### config.mk
export PLATFORM = sky130hd
export DESIGN_NAME = traffic_phase_sequencer
export DESIGN_NICKNAME = d
export VERILOG_FILES = /design/src/rtl/traffic_pkg.sv /design/src/rtl/traffic_phase_sequencer_timer.sv /design/src/rtl/traffic_phase_sequencer.sv
export SDC_FILE = /design/constraint.sdc
export NUM_CORES = 1
export LEC_CHECK = 0
export ABC_AREA = 1
export ABC_CLOCK_PERIOD_IN_PS = 5900
export BUFFER_PORTS_ARGS = -buffer_cell sky130_fd_sc_hd__buf_4
export CAP_MARGIN = 25
export CORE_MARGIN = 2
export CORE_UTILIZATION = 30
export CTS_CLUSTER_DIAMETER = 40
export DETAILED_ROUTE_END_ITERATION = 12
export PLACE_DENSITY = 0.51
export SLEW_MARGIN = 0
export SYNTH_ARGS = -nofsm -noshare
export SYNTH_HDL_FRONTEND = slang
export SYNTH_SLANG_ARGS = --single-unit
### constraint.sdc
create_clock -name clk -period 5.9 [get_ports clk]
set_input_delay 0 -clock clk [delete_from_list [all_inputs] [get_ports clk]]
set_output_delay 0 -clock clk [all_outputs]
set_load 0.05 [all_outputs]
### src/rtl/traffic_pkg.sv
// Shared types and constants for the traffic phase sequencer.
package traffic_pkg;

    typedef enum logic [2:0] {
        StIdle   = 3'd0,
        StGreen  = 3'd1,
        StYellow = 3'd2,
        StAllred = 3'd3,
        StEmerg  = 3'd4
    } phase_e;

    localparam logic [2:0] LampR = 3'b001;
    localparam logic [2:0] LampY = 3'b010;
    localparam logic [2:0] LampG = 3'b100;

    // Width of a road index; never narrower than one bit.
    function automatic int unsigned road_width(input int unsigned roads);
        return (roads > 1) ? $clog2(roads) : 1;
    endfunction

endpackage

### src/rtl/traffic_phase_sequencer_timer.sv
// Loadable down-counter shared by every timed phase; holds at zero.
module phase_timer #(
    parameter int unsigned Width = 5
) (
    input  logic             clk,
    input  logic             reset,
    input  logic             load,
    input  logic [Width-1:0] load_value,
    output logic [Width-1:0] value,
    output logic             zero
);

    logic [Width-1:0] cnt_q;

    always_ff @(posedge clk or negedge reset) begin
        if (!reset) begin
            cnt_q <= '0;
        end else if (load) begin
            cnt_q <= load_value;
        end else if (cnt_q != '0) begin
            cnt_q <= cnt_q - Width'(1);
        end
    end

    assign value = cnt_q;
    assign zero  = (cnt_q == '0);

endmodule

### src/rtl/traffic_phase_sequencer.sv
// N-road traffic light controller: FSM, road pointer, pedestrian latches and lamp decode.
module traffic_phase_sequencer
    import traffic_pkg::*;
#(
    parameter int unsigned ROADS     = 4,
    parameter int unsigned CNT_W     = 4,
    parameter int unsigned PED_EXTRA = 3,
    localparam int unsigned RoadW    = road_width(ROADS)
) (
    input  logic                   clk,
    input  logic                   reset,
    input  logic                   enable,
    input  logic [ROADS*CNT_W-1:0] green_time,
    input  logic [CNT_W-1:0]       yellow_time,
    input  logic [CNT_W-1:0]       allred_time,
    input  logic [ROADS-1:0]       ped_req,
    input  logic                   emerg_req,
    input  logic [RoadW-1:0]       emerg_road,
    output logic [3*ROADS-1:0]     lamps,
    output logic [ROADS-1:0]       ped_walk,
    output logic [RoadW-1:0]       active_road,
    output logic [2:0]             phase
);

    localparam int unsigned TW = CNT_W + 1;

    phase_e           state_q, state_d;
    logic [RoadW-1:0] road_q, road_d;
    logic [ROADS-1:0] pend_q, pend_d;
    logic             grant_q, grant_d;

    logic             tmr_load;
    logic [TW-1:0]    tmr_load_value;
    logic [TW-1:0]    tmr_value;
    logic             tmr_zero;
    logic             expired;

    logic [CNT_W-1:0] green_sel;
    logic [TW-1:0]    green_total;
    logic [RoadW-1:0] road_next;

    // A duration of T (0 treated as 1) runs for exactly max(T,1) cycles.
    function automatic logic [TW-1:0] load_for(input logic [TW-1:0] t);
        return (t == '0) ? '0 : t - TW'(1);
    endfunction

    phase_timer #(
        .Width(TW)
    ) u_timer (
        .clk       (clk),
        .reset     (reset),
        .load      (tmr_load),
        .load_value(tmr_load_value),
        .value     (tmr_value),
        .zero      (tmr_zero)
    );

    assign expired     = tmr_zero && (tmr_value == '0);
    assign green_sel   = green_time[road_q*CNT_W +: CNT_W];
    assign green_total = TW'(green_sel) + (pend_q[road_q] ? TW'(PED_EXTRA) : '0);
    assign road_next   = (road_q == RoadW'(ROADS - 1)) ? '0 : road_q + RoadW'(1);

    always_comb begin
        state_d        = state_q;
        road_d         = road_q;
        pend_d         = pend_q | ped_req;
        grant_d        = grant_q;
        tmr_load       = 1'b0;
        tmr_load_value = '0;
        unique case (state_q)
            StIdle: begin
                if (enable) begin
                    state_d        = StAllred;
                    road_d         = '0;
                    tmr_load       = 1'b1;
                    tmr_load_value = load_for(TW'(allred_time));
                end
            end
            StAllred: begin
                if (expired) begin
                    if (!enable) begin
                        state_d = StIdle;
                    end else if (emerg_req) begin
                        state_d = StEmerg;
                        road_d  = emerg_road;
                    end else begin
                        // Granting clears this road's latch even against a same-cycle press.
                        state_d        = StGreen;
                        grant_d        = pend_q[road_q];
                        pend_d[road_q] = 1'b0;
                        tmr_load       = 1'b1;
                        tmr_load_value = load_for(green_total);
                    end
                end
            end
            StGreen: begin
                if (emerg_req && (road_q == emerg_road)) begin
                    state_d = StEmerg;
                    grant_d = 1'b0;
                end else if (emerg_req || !enable || expired) begin
                    state_d        = StYellow;
                    grant_d        = 1'b0;
                    tmr_load       = 1'b1;
                    tmr_load_value = load_for(TW'(yellow_time));
                end
            end
            StYellow: begin
                if (expired) begin
                    state_d        = StAllred;
                    road_d         = road_next;
                    tmr_load       = 1'b1;
                    tmr_load_value = load_for(TW'(allred_time));
                end
            end
            StEmerg: begin
                if (!emerg_req) begin
                    state_d        = StYellow;
                    tmr_load       = 1'b1;
                    tmr_load_value = load_for(TW'(yellow_time));
                end
            end
            default: begin
                state_d = StIdle;
            end
        endcase
    end

    always_ff @(posedge clk or negedge reset) begin
        if (!reset) begin
            state_q <= StIdle;
            road_q  <= '0;
            pend_q  <= '0;
            grant_q <= 1'b0;
        end else begin
            state_q <= state_d;
            road_q  <= road_d;
            pend_q  <= pend_d;
            grant_q <= grant_d;
        end
    end

    always_comb begin
        lamps    = {ROADS{LampR}};
        ped_walk = '0;
        for (int unsigned r = 0; r < ROADS; r++) begin
            if (road_q == RoadW'(r)) begin
                if (state_q == StGreen || state_q == StEmerg) begin
                    lamps[3*r +: 3] = LampG;
                end else if (state_q == StYellow) begin
                    lamps[3*r +: 3] = LampY;
                end
                ped_walk[r] = grant_q && (state_q == StGreen);
            end
        end
    end

    assign active_road = road_q;
    assign phase       = state_q;

endmodule

# [Yosys cells after proc, flatten, opt, wreduce, memory -nomap -nowiden]
# Index checks and enable logic that the tools add are counted.
[word_totals] ff_bits=15 inputBits=34 out_inout_bits=21
[op_classes] n_addsub=6 magnitude_cmp=2 n_eq_ne=16 shift=1 mux=63 bitwise_logic=3 reduce_logical=20
[op_table] op="5-bit 2-to-1 mux" count=13
[op_table] op="3-bit 2-to-1 mux" count=13
[op_table] op="5-bit one-hot mux with 5 select lines" count=1
[op_table] op="1-bit 2-to-1 mux" count=18
[op_table] op="2-bit 2-to-1 mux" count=8
[op_table] op="4-bit 2-to-1 mux" count=4
[op_table] op="16-bit by 5-bit variable part select with 4-bit output" count=1
[op_table] op="3-bit one-hot mux with 5 select lines" count=1
[op_table] op="2-bit != test, second input constant" count=7
[op_table] op="5-bit zero test" count=2
[op_table] op="5-bit AND reduction" count=2
[op_table] op="4-bit by 1-bit subtractor with 5-bit output, second input constant" count=2
[op_table] op="5-bit by 1-bit subtractor with 5-bit output, second input constant" count=2
[op_table] op="4-bit zero test" count=2
[op_table] op="3-bit by 2-bit == test with 1-bit output, second input constant" count=2
[op_table] op="2-bit one-hot mux with 3 select lines" count=1
[op_table] op="6-bit AND reduction" count=1
[op_table] op="4-bit by 2-bit adder with 5-bit output" count=1
[op_table] op="1-bit one-hot mux with 5 select lines" count=1
[op_table] op="5-bit nonzero test" count=1
[op_table] op="4-bit bitwise AND" count=1
[op_table] op="2-bit == test, second input constant" count=2
[op_table] op="4-bit inverter" count=1
[op_table] op="4-bit OR" count=1
[op_table] op="18 further kinds" count=23

# [Depth between registers and ports, before layout]
# Gate-level depths: netlist of run 1.
[depth] depth_word=11 ltp_mapped=17 depth_no_buf=15

# [Hierarchy]
# From an unflattened synthesis of run 1, not the netlist that was laid out.
[unflattened] cells_unflattened=266 area_unflattened_um2=1657.8
[by_module_without_submodules] mod="traffic_phase_sequencer" n_inst=1 cells_each=227 area_per_inst_um2=1355.0 seq_area_each_um2=250.2
[by_module_without_submodules] mod="phase_timer" n_inst=1 cells_each=39 area_per_inst_um2=302.8 seq_area_each_um2=125.1

# [Worst setup path after synthesis of run 1]
# OpenSTA, ideal clock, no wires.
[synth_path] kind="register to register" from="register road_q[1] (netlist: active_road[1])" to="register u_timer.cnt_q[0] (netlist: u_timer.value[0])" setup_ps=117 arrival_time_ps=2684 required_time_ps=5783 path_slack_ps=3099 path_stages_with_launch=16 path_buffers=2 path_cell_list="dfrtp_1 > buf_6 > inv_1 > buf_4 > a32oi_1 > ha_1 > inv_1 > fa_1 > ha_1 > inv_1 > nor2_2 > nand3_2 > nand3_1 > nand2_1 > nand2_1 > nand2_1"
[synth_between] elab_chain_len=11 word_cells_on_any_way=19 cone_classes="2 x add/sub; 1 x eq/ne; 1 x shift; 12 x mux; 3 x reduce/logical"
[synth_lines] element="from (decl)" line_no="traffic_phase_sequencer.sv:28" rtl="logic [RoadW-1:0] road_q, road_d;"
[synth_lines] element="from (signal assigned)" line_no="traffic_phase_sequencer.sv:136" rtl="road_q <= road_d;"
[synth_lines] element="branches (longest 11 deep; another with 4-bit by 2-bit adder with 5-bit output)"
[synth_lines] element="to (signal assigned)" line_no="traffic_phase_sequencer_timer.sv:19" rtl="cnt_q <= load_value;"
[synth_lines] element="to (signal assigned)" line_no="traffic_phase_sequencer_timer.sv:21" rtl="cnt_q <= cnt_q - Width'(1);"
[synth_lines] element="to (decl)" line_no="traffic_phase_sequencer_timer.sv:13" rtl="logic [Width-1:0] cnt_q;"
# Several ways; the timed one is not identified. The select of a mux whose other input is x is not followed.
# A chain may end at the register's enable or synchronous reset.

# [Worst setup path after layout of run 1]
[layout_path] from="register road_q[0] (netlist: active_road[0])" to="register u_timer.cnt_q[0] (netlist: u_timer.value[0])"
# The elaborated chain is that of the path after synthesis.

==> metrics.md, run 1 <==
| Metric | Value |
|---|---|
| CP peak stage delay | `0.56 ns` |
| Worst-case vdd ir drop | `about 0.00021 V` |
| DRT iter0 DRCs | `about 80` |
| # setup viols final | `0` |
| Antenna-violating nets left | `0` |
| Initial antenna violation count | `0` |
| Die footprint | `6054 sq um` |
| Setup WS post-layout | `roughly 3.1 ns` |
| Ports | `55` |
| Post-CTS Setup Inserts | `0` |
| Reg power frac | `0.159` |
| Slew HR | `0.6782` |
| GRT Residual Overflow | `0` |
| P_leak | `about 1.2 nW` |
| Vias in the first global route | `1760` |
| Register area share after synthesis | `0.2297` |
| Pwr/cell area | `~540 nW/um^2` |
| Crit share post-route | `0.4793` |
| Yosys reg bits | `15` |
| # resized after CTS | `0` |
| Number of CTS-inserted buffers | `3` |
| Die Width | `just under 80 microns` |
| Clock-pin transition on the worst setup and hold timing paths | `~0.07 ns` |
| Post-DP HPWL | `between 3000 and 4000 microns` |
| GRT Total Usage | `0.1587` |
| Drt drc | `0` |
| Most frequent cells in the layout | `nand2_1 (72), buf_4 (54), nor2_1 (39)` |
| Die height | `77.81 microns` |
| Mapped Avg Cell Area | `6.261 sq um` |
| Commonest non-fill, non-tap cell in the layout | `nand2_1` |
| Clock Latency Late Sink | `0.25 ns` |
| Startpoint Class | `flip-flop` |
| Most frequent CP cell | `nand2_1` |
| Post-Route Skew | `0.002324 ns` |
| Setup TNS | `0 ns` |
| Average wire per standard cell | `11.84 microns` |
| Hold buffer count at cts | `4` |
| CTS max path bufs | `2` |
| Mapped Cells | `261` |
| Netlist cell types | `31` |
| Critical-path cell list | `inv_2, nand2_1, a32oi_1, ha_1, inv_1, fa_1, ha_1, inv_1, nor2_2, nand3_2, nand3_1, nand2_1, nand2_1, nand2_1` |
| Internal power | `491.7 uW` |
| Switching part of the total | `0.5844` |
| Syn nets | `304` |
| CTS HTree Levels | `1` |
| Critical Path AT | `between 2 and 3 ns` |
| Worst hold-check path type | `in2reg` |
| Pins Over Slew Limit | `0` |
| Clk root buf | `clkbuf_8` |
| Yosys Warn Count | `0` |
| GPL Wtd Cong | `a little under 0.9` |
| Initial Utilization | `0.3159` |
| Max_cap viols | `0` |
| Share of layout cells above drive strength 1 | `0.2602` |
| Largest net degree at the start of global routing | `17` |
| Core area | `approximately 5200 sq um` |
| Run status | `finished clean` |
| Row Count | `26` |
| CTS sink count | `15` |
| Post-DR vias/cell | `approximately 4.6` |
| Combinational Power Share | `0.765` |
| Via count | `approximately 1800` |
| Total Wirelength | `~4600 microns` |
| Critical-path top delay cell | `dfrtp_1` |
| Post-Synthesis Cell Area | `1634 sq um` |
| First-pass GRT wire length | `~7900 microns` |
| Final hold violation count | `0` |
| Slew @ Worst Pin | `0.4828 ns` |
| CTS tree | `done` |
| Placed insts | `381` |
| Crit Path Class | `reg2reg` |
| Worst EP required | `6.05 ns` |
| Nets | `363` |
| Fmax | `353.6 MHz` |
| Fin cells | `between 300 and 400` |
| RSZ-0062 raised after global routing | `no` |
| Antenna Cells | `0` |
| Number of port buffers | `54` |
| Area grow syn2layout | `33.08%` |
| Fin crit period | `~2.8 ns` |
| Initial DRT Pass Iterations | `4` |
| DP Worst Slack | `around 3 ns` |
| Clock share of power | `0.075` |
| Worst setup EP type | `flip-flop` |
| Worst Path Max Fanout | `16` |
| Total net switching power | `691.3 uW` |
==> critical path, delay by kind of cell (launching register included) <==
family	cells	cell delay (ns)
DFF	1	0.56
and+or+nand+nor	7	0.53
AOI/OAI and AO/OA	1	0.31
buffers and inverters	3	0.40
adders and majority gates	3	0.91
==> state kept, by name (all words and copies together), names as in the netlist <==
register and count:
active_road 2, grant_q 1, pend_q 4, phase 3, u_timer.value 5
==> final timing paths <==
path                       cells after the start  slack (ns)                         start                            to
max                                           14        3.07    active_road[0]$_DFFE_PN0P_  u_timer.value[0]$_DFFE_PN0P_
min                                            3      0.0002                    ped_req[1]           pend_q[1]$_DFF_PN0_
max reg2reg                                   14        3.07    active_road[0]$_DFFE_PN0P_  u_timer.value[0]$_DFFE_PN0P_
min reg2reg                                    2        0.52  u_timer.value[4]$_DFFE_PN0P_  u_timer.value[4]$_DFFE_PN0P_
max in group asynchronous                      2        5.57                         reset          phase[1]$_DFFE_PN0P_
min in group asynchronous                      2        0.15                         reset           pend_q[2]$_DFF_PN0_
==> per-layer routing <==
| metal | track usage | part of all wire |
|---|---|---|
| met2 | 0.2569 | 0.45 |
| met1 | 0.2157 | 0.49 |
| met4 | 0.05357 | 0.017 |
| met5 | 0 | 0 |
| met3 | 0.02209 | 0.047 |
==> stage by stage <==
step	cell area (sq um)	utilization	hold WS, ns	power (mW)
2_1_floorplan	1634	-	-0.2956	0.9019
3_3_place_gp	2090	0.4040	-0.1201	1.103
3_5_place_dp	2090	0.4040	-0.1224	1.094
4_1_cts	2175	0.4204	0.007004	1.190
5_1_grt	2175	0.4204	0.03540	1.321
6_report	2175	0.4204	0.0002027	1.183
==> cell usage after synthesis (all sizes together) <==
master / number / share of area
a21o: 1 / 0.0046
a21oi: 15 / 0.046
a32o: 1 / 0.0061
a32oi: 2 / 0.011
buf: 4 / 0.023
dfrtp: 15 / 0.23
fa: 1 / 0.012
ha: 8 / 0.061
inv: 36 / 0.083
nand2: 80 / 0.20
nand3: 23 / 0.080
nand3b: 2 / 0.017
nor2: 45 / 0.12
nor3: 3 / 0.0092
o2111ai: 1 / 0.0054
o21ai: 14 / 0.043
o22ai: 2 / 0.011
o31ai: 1 / 0.0046
o32ai: 1 / 0.0054
or2: 1 / 0.0038
xnor2: 2 / 0.011
xor2: 3 / 0.016
==> power by group through the flow <==
stage	clock network, mW	logic, mW	registers, mW
2_1_floorplan	0	0.685	0.217
3_3_place_gp	0	0.913	0.190
3_5_place_dp	0	0.905	0.190
4_1_cts	0.0905	0.911	0.188
5_1_grt	0.0958	1.03	0.198
6_report	0.0892	0.905	0.188
==> logic make-up after synthesis <==
family | Yosys count | synth area share
AND/OR/NAND/NOR | 154 | 0.4273
buffers and inverters | 40 | 0.1057
flip-flops | 15 | 0.2297
adder cells (fa/ha/maj) | 9 | 0.07351
XOR/XNOR | 5 | 0.02680
AO/OA/AOI/OAI | 38 | 0.1371
==> final cells by class <==
class | count | area (sq um)
fill | 568 | 2998
multi-input combinational | 206 | 1086
timing repair buffer | 58 | 445.4
sequential | 15 | 375.4
inverter | 36 | 135.1
tap | 70 | 87.58
clock buffer | 4 | 45.04
(Power assumes the default switching activity.)
==> run 2: changes to the inputs <==
--- a/config.mk
+++ b/config.mk
@@ -6,14 +6,14 @@
 export NUM_CORES = 1
 export LEC_CHECK = 0
 export ABC_AREA = 1
-export ABC_CLOCK_PERIOD_IN_PS = 5900
+export ABC_CLOCK_PERIOD_IN_PS = 2600
 export BUFFER_PORTS_ARGS = -buffer_cell sky130_fd_sc_hd__buf_4
 export CAP_MARGIN = 25
 export CORE_MARGIN = 2
 export CORE_UTILIZATION = 30
 export CTS_CLUSTER_DIAMETER = 40
 export DETAILED_ROUTE_END_ITERATION = 12
-export PLACE_DENSITY = 0.51
+export PLACE_DENSITY = 0.53
 export SLEW_MARGIN = 0
 export SYNTH_ARGS = -nofsm -noshare
 export SYNTH_HDL_FRONTEND = slang
==> constraint.sdc (replaced) <==
create_clock -name clk -period 2.6 [get_ports clk]
set_input_delay 0 -clock clk [delete_from_list [all_inputs] [get_ports clk]]
set_output_delay 0 -clock clk [all_outputs]
set_load 0.05 [all_outputs]
==> metrics.md, run 2 (synthesis gave the netlist of run 1 again) <==
| Metric | Value |
|---|---|
| Run status | `finished clean` |
| Antenna-violating nets left | `0` |
| Met2 GRT Util | `0.2569` |
| DRT iter0 DRCs | `56` |
| Initial DRT Pass Iterations | `4` |
| Setup slack, reg-to-reg | `between 0.15 and 0.2 ns` |
| Met1 usage | `0.2255` |
| Post-DR vias/cell | `4.617` |
| Pins Over Slew Limit | `0` |
| Row Count | `26` |
| Worst-case vdd ir drop | `roughly 0.00041 V` |
| Antenna Cells | `0` |
| Total Wirelength | `4559 microns` |
| Fillers | `566` |
| First-pass GRT wire length | `~8000 microns` |
| Post-DP HPWL | `3700 microns` |
| Largest net degree at the start of global routing | `16` |
| CTS max path bufs | `2` |
| Global routing usage on met3 | `0.01744` |
| Total net switching power | `1.639 mW` |
| Startpoint Class | `flip-flop` |
| Ports | `between 50 and 60` |
| Critical Path AT | `2.59 ns` |
| Worst setup EP type | `flip-flop` |
| Worst r2r src | `active_road[0]$_DFFE_PN0P_` |
| Commonest non-fill, non-tap cell in the layout | `nand2_1` |
| Clock share of power | `0.070` |
| Share of layout cells above drive strength 1 | `0.3100` |
| Slew @ Worst Pin | `roughly 0.43 ns` |
| Die footprint | `between 6000 and 7000 sq um` |
| Reg2Reg Depth | `14` |
| GPL Wtd Cong | `0.7948` |
| Hold endpoint | `phase[2]$_DFFE_PN0P_` |
| Crit Path Class | `reg2reg` |
| Initial Utilization | `0.3159` |
| Average wire per standard cell | `11.43 microns` |
| WHS | `between 0.1 and 0.15 ns` |
| Post-Route Skew | `0.006320 ns` |
| Slew HR | `0.7112` |
| Nets | `~370` |
| P_leak | `1.204 nW` |
| Initial antenna violation count | `0` |
| Worst Path Max Fanout | `4` |
| Internal power | `1.255 mW` |
| Switching part of the total | `0.5662` |
| Fin crit period | `2.441 ns` |
| CTS tree | `done` |
| Final hold violation count | `0` |
| GRT Residual Overflow | `0` |
| Pwr/cell area | `1265 nW/um^2` |
| Total power | `2.894 mW` |
| Clock-pin transition on the worst setup and hold timing paths | `around 0.07 ns` |
| Vias in the first global route | `1733` |
| Via count | `1842` |
| Drt drc | `0` |
| Hold path depth | `3` |
| Clock Latency Late Sink | `0.25 ns` |
| Core area | `about 5200 sq um` |
| Area grow syn2layout | `40.05%` |
| CTS sink count | `15` |
| GRT Total Usage | `0.1589` |
| Combinational Power Share | `0.791` |
| Max reg flops | `5` |
| R2R Path End | `u_timer.value[0]$_DFFE_PN0P_` |
| Final instance area | `2288 sq um` |
| Max_cap viols | `0` |
| Worst hold-check path type | `in2reg` |
| Die height | `77.81 microns` |
| Worst EP required | `2.75 ns` |
| Reg power frac | `0.139` |
| # setup viols final | `0` |
| Number of port buffers | `54` |
| Die Width | `77.81 microns` |
| Number of CTS-inserted buffers | `3` |
| Most frequent cells in the layout | `nand2_1 (72), buf_4 (61), nor2_1 (39)` |
| Fmax | `~410 MHz` |
| Clk root buf | `clkbuf_8` |
| CTS HTree Levels | `1` |
| Hold Path Origin | `emerg_req` |
| DP Area | `~2100 sq um` |
| Crit share post-route | `0.9390` |
| Most crowded layer after global routing | `met2` |
## run 2: cell count changes in the layout (fill, tap and decap cells not counted), moves of 2 or more
cell | before | now
buf_4 | 54 | 61
ha_2 | 0 | 2
dfrtp_1 | 15 | 13
inv_4 | 0 | 2
dfrtp_2 | 0 | 2
inv_1 | 30 | 27
ha_1 | 8 | 6
## run 2: worst max-delay path by stage
stage                                   end                       start  cells past startpoint  slack, ns
2_1_floorplan  u_timer.value[0]$_DFFE_PN0P_  active_road[1]$_DFFE_PN0P_                     16      -0.01
3_3_place_gp   u_timer.value[0]$_DFFE_PN0P_  active_road[0]$_DFFE_PN0P_                     14       0.18
3_5_place_dp   u_timer.value[0]$_DFFE_PN0P_  active_road[0]$_DFFE_PN0P_                     14       0.11
4_1_cts        u_timer.value[0]$_DFFE_PN0P_  active_road[0]$_DFFE_PN0P_                     14       0.06
5_1_grt        u_timer.value[0]$_DFFE_PN0P_  active_road[0]$_DFFE_PN0P_                     14     -0.002
6_report       u_timer.value[0]$_DFFE_PN0P_  active_road[0]$_DFFE_PN0P_                     14       0.16
## run 2: what timing repair did
action                                  CTS  global route
hold endpoints to repair                 19             0
hold buffers                              5             0
endpoints found under the setup margin    0             4
setup buffers                             0             4
resized for setup                         0             5
## run 2: power by group through the flow
stage / Clock [mW] / Sequential, mW / Combinational (mW)
5_1_grt: 0.217 / 0.410 / 2.58
4_1_cts: 0.207 / 0.392 / 2.22
2_1_floorplan: 0 / 0.497 / 1.60
6_report: 0.204 / 0.401 / 2.29
3_3_place_gp: 0 / 0.395 / 2.21
3_5_place_dp: 0 / 0.396 / 2.20
## run 2: metal layers
metal	wire (microns)	part of all wire
met1	2289	0.50
met2	2076	0.46
met3	154	0.034
met4	38	0.0083
met5	0	0
## run 2: final cells by class
type	count	area [sq um]	share of cell area
Sequential cell	15	377.9	0.1651
Tap cell	70	87.58	0.03827
Timing Repair Buffer	68	534.3	0.2335
Clock buffer	3	41.29	0.01804
Multi-Input combinational cell	206	1102	0.4817
Clock inverter	1	5.005	0.002187
Inverter	36	140.1	0.06124
## run 2: per-stage QoR
| stage | setup TNS [ns] | setup WS, ns | utilization | cells |
|---|---|---|---|---|
| floorplan | -0.01207 | -0.01207 | - | 261 |
| global placement | 0 | 0.1772 | 0.4149 | 386 |
| detailed placement | 0 | 0.1067 | 0.4149 | 386 |
| CTS | 0 | 0.06471 | 0.4335 | 395 |
| global route | -0.001852 | -0.001852 | 0.4424 | 399 |
| finish | 0 | 0.1587 | 0.4424 | 399 |
## run 2: worst max-delay path, cell delays in order, from the launching register on
cell and delay [ns]:
dfrtp_2 0.42, buf_4 0.13, nand2_1 0.05, a32oi_2 0.22, buf_4 0.15, inv_1 0.07, fa_1 0.57, ha_2 0.21
inv_2 0.04, nor2_2 0.10, nand3_2 0.11, nand3_1 0.10, nand2_1 0.05, nand2_1 0.06, nand2_1 0.04
==> run 3: changes to the inputs <==
--- a/config.mk
+++ b/config.mk
@@ -10,10 +10,10 @@
 export BUFFER_PORTS_ARGS = -buffer_cell sky130_fd_sc_hd__buf_4
 export CAP_MARGIN = 25
 export CORE_MARGIN = 2
-export CORE_UTILIZATION = 30
+export CORE_UTILIZATION = 35
 export CTS_CLUSTER_DIAMETER = 40
 export DETAILED_ROUTE_END_ITERATION = 12
-export PLACE_DENSITY = 0.53
+export PLACE_DENSITY = 0.6
 export SLEW_MARGIN = 0
 export SYNTH_ARGS = -nofsm -noshare
 export SYNTH_HDL_FRONTEND = slang
==> metrics.md, run 3 (synthesis gave the netlist of run 1 again) <==
| Metric | Value |
|---|---|
| First-pass GRT wire length | `between 7000 and 8000 microns` |
| Max reg flops | `5` |
| Util after Layout | `0.5085` |
| Initial DRT Pass Iterations | `4` |
| Initial Utilization | `0.3702` |
| Most frequent CP cell | `nand2_1` |
| Pins Over Slew Limit | `0` |
| Slew @ Worst Pin | `0.3946 ns` |
| Critical-path cell list | `inv_4, nand2_1, a32oi_2, ha_2, inv_2, fa_1, ha_2, inv_2, nor2_2, nand3_2, nand3_1, nand2_1, nand2_1, nand2_1` |
| Number of port buffers | `between 50 and 60` |
| Setup TNS | `0 ns` |
| Clock-pin transition on the worst setup and hold timing paths | `0.07 ns` |
| Setup slack, reg-to-reg | `between 0.15 and 0.2 ns` |
| Core area | `about 4400 sq um` |
| # setup viols final | `0` |
| Total net switching power | `1.615 mW` |
| CTS max path bufs | `2` |
| Initial antenna violation count | `0` |
| Run status | `finished clean` |
| Share of layout cells above drive strength 1 | `0.3079` |
| Worst Path Max Fanout | `7` |
| CP Launch Point | `active_road[0]$_DFFE_PN0P_` |
| Vias in the first global route | `1722` |
| Total power | `2.859 mW` |
| Number of CTS-inserted buffers | `3` |
| GRT Residual Overflow | `0` |
| Reg2Reg Depth | `14` |
| Critical-path top delay cell | `fa_1` |
| Drt drc | `0` |
| CTS sink count | `15` |
| Most crowded layer after global routing | `met2` |
| Final hold violation count | `0` |
| Clock Latency Late Sink | `0.25 ns` |
| Critical Path AT | `2.58 ns` |
| P_leak | `~1.2 nW` |
| CTS HTree Levels | `1` |
| Fmax | `409.1 MHz` |
| Combinational Power Share | `0.790` |
| R2R Path End | `u_timer.value[0]$_DFFE_PN0P_` |
| GRT Total Usage | `0.1752` |
| Slew HR | `0.7349` |
| DRT iter0 DRCs | `between 80 and 90` |
| Crit Path Class | `reg2reg` |
| Max_cap viols | `0` |
| Global routing usage on met3 | `0.008333` |
| Post-DP HPWL | `3579 microns` |
| Met1 usage | `0.2427` |
| Fin crit period | `~2.4 ns` |
| Setup crit end | `u_timer.value[0]$_DFFE_PN0P_` |
| Worst EP required | `2.74 ns` |
| Average wire per standard cell | `11.80 microns` |
| Commonest non-fill, non-tap cell in the layout | `nand2_1` |
| CTS tree | `done` |
| WHS | `0.008427 ns` |
| Crit share post-route | `0.9401` |
| Clk root buf | `clkbuf_8` |
| Worst hold-check path type | `in2reg` |
| Pwr/cell area | `1274 nW/um^2` |
| Met2 GRT Util | `0.3017` |
| Most frequent cells in the layout | `nand2_1 (72), buf_4 (62), nor2_1 (39)` |
| Worst-case vdd ir drop | `between 0.0005 and 0.0006 V` |
| Nets | `between 300 and 400` |
| GPL Wtd Cong | `approximately 0.8` |
| Via count | `1844` |
| Worst setup EP type | `flip-flop` |
| Startpoint Class | `flip-flop` |
| Switching part of the total | `0.5647` |
| Largest net degree at the start of global routing | `16` |
| Clock share of power | `0.069` |
| Antenna Cells | `0` |
| Total Wirelength | `about 4500 microns` |
| Post-Route Skew | `0.006645 ns` |
| Row Count | `24` |
| Ports | `55` |
| CP peak stage delay | `0.51 ns` |
| Die footprint | `5232 sq um` |
| Internal power | `1.244 mW` |
| Antenna-violating nets left | `0` |
| Die height | `72.33 microns` |
| Reg power frac | `0.142` |
| Post-DR vias/cell | `between 4 and 5` |
| Area grow syn2layout | `37.37%` |
| Die Width | `72.33 microns` |
| Worst r2r src | `active_road[0]$_DFFE_PN0P_` |
==> run 3: cell count changes in the layout (fill, tap and decap cells not counted), sizes merged <==
cell,previous run,this run
clkbuf,3,4
dlygate4sd3,5,4
clkinv,1,0
==> run 3: worst min path at each step <==
stage                    start                         end  cells after the start
floorplan                reset  active_road[0]$_DFFE_PN0P_                      0
global placement         reset        phase[2]$_DFFE_PN0P_                      1
detailed placement       reset        phase[1]$_DFFE_PN0P_                      1
CTS                 ped_req[0]         pend_q[0]$_DFF_PN0_                      3
global route        ped_req[0]         pend_q[0]$_DFF_PN0_                      3
finish              ped_req[0]         pend_q[0]$_DFF_PN0_                      3
==> run 3: critical path: cells and delay by family (launching register included) <==
kind / cells / cell delay, ns
adder cells (fa/ha/maj): 3 / 0.94
AND/OR/NAND/NOR: 7 / 0.51
buffers and inverters: 3 / 0.18
AO/OA/AOI/OAI: 1 / 0.25
flip-flops: 1 / 0.46
==> run 3: routing by layer <==
metal,routed length (microns),up-vias,part of all wire
li1,-,970,-
met1,2167,838,0.48
met2,2141,34,0.48
met3,149,2,0.033
met4,27,0,0.0060
met5,0,-,0
==> run 3: area by class of cell <==
cell class | count | area (sq um)
inverter | 36 | 137.6
fill | 471 | 2170
sequential | 15 | 377.9
multi-input combinational | 206 | 1102
timing repair buffer | 67 | 516.7
clock buffer | 4 | 45.04
tap | 52 | 65.06
==> run 3: stage by stage <==
step / setup slack [ns] / std cells / instance area [sq um]
after CTS: 0.09385 / 377 / 2216
final: 0.1559 / 380 / 2245
after global routing: -0.001790 / 380 / 2245
after global placement: 0.1524 / 369 / 2131
after floorplan: -0.01207 / 261 / 1657
after detailed placement: 0.1173 / 369 / 2131
==> run 3: repair_timing <==
| item | in CTS | in global routing |
|---|---|---|
| resized for setup | 0 | 2 |
| setup buffers | 0 | 3 |
| endpoints found under the hold margin | 18 | 0 |
| hold buffers | 4 | 0 |
| endpoints found under the setup margin | 0 | 2 |
==> run 3: power groups by stage <==
stage | Sequential, mW | Clock, mW | Combinational (mW)
4_1_cts | 0.404 | 0.197 | 2.22
6_report | 0.405 | 0.197 | 2.26
3_3_place_gp | 0.406 | 0 | 2.20
5_1_grt | 0.416 | 0.206 | 2.53
3_5_place_dp | 0.407 | 0 | 2.19
2_1_floorplan | 0.497 | 0 | 1.60
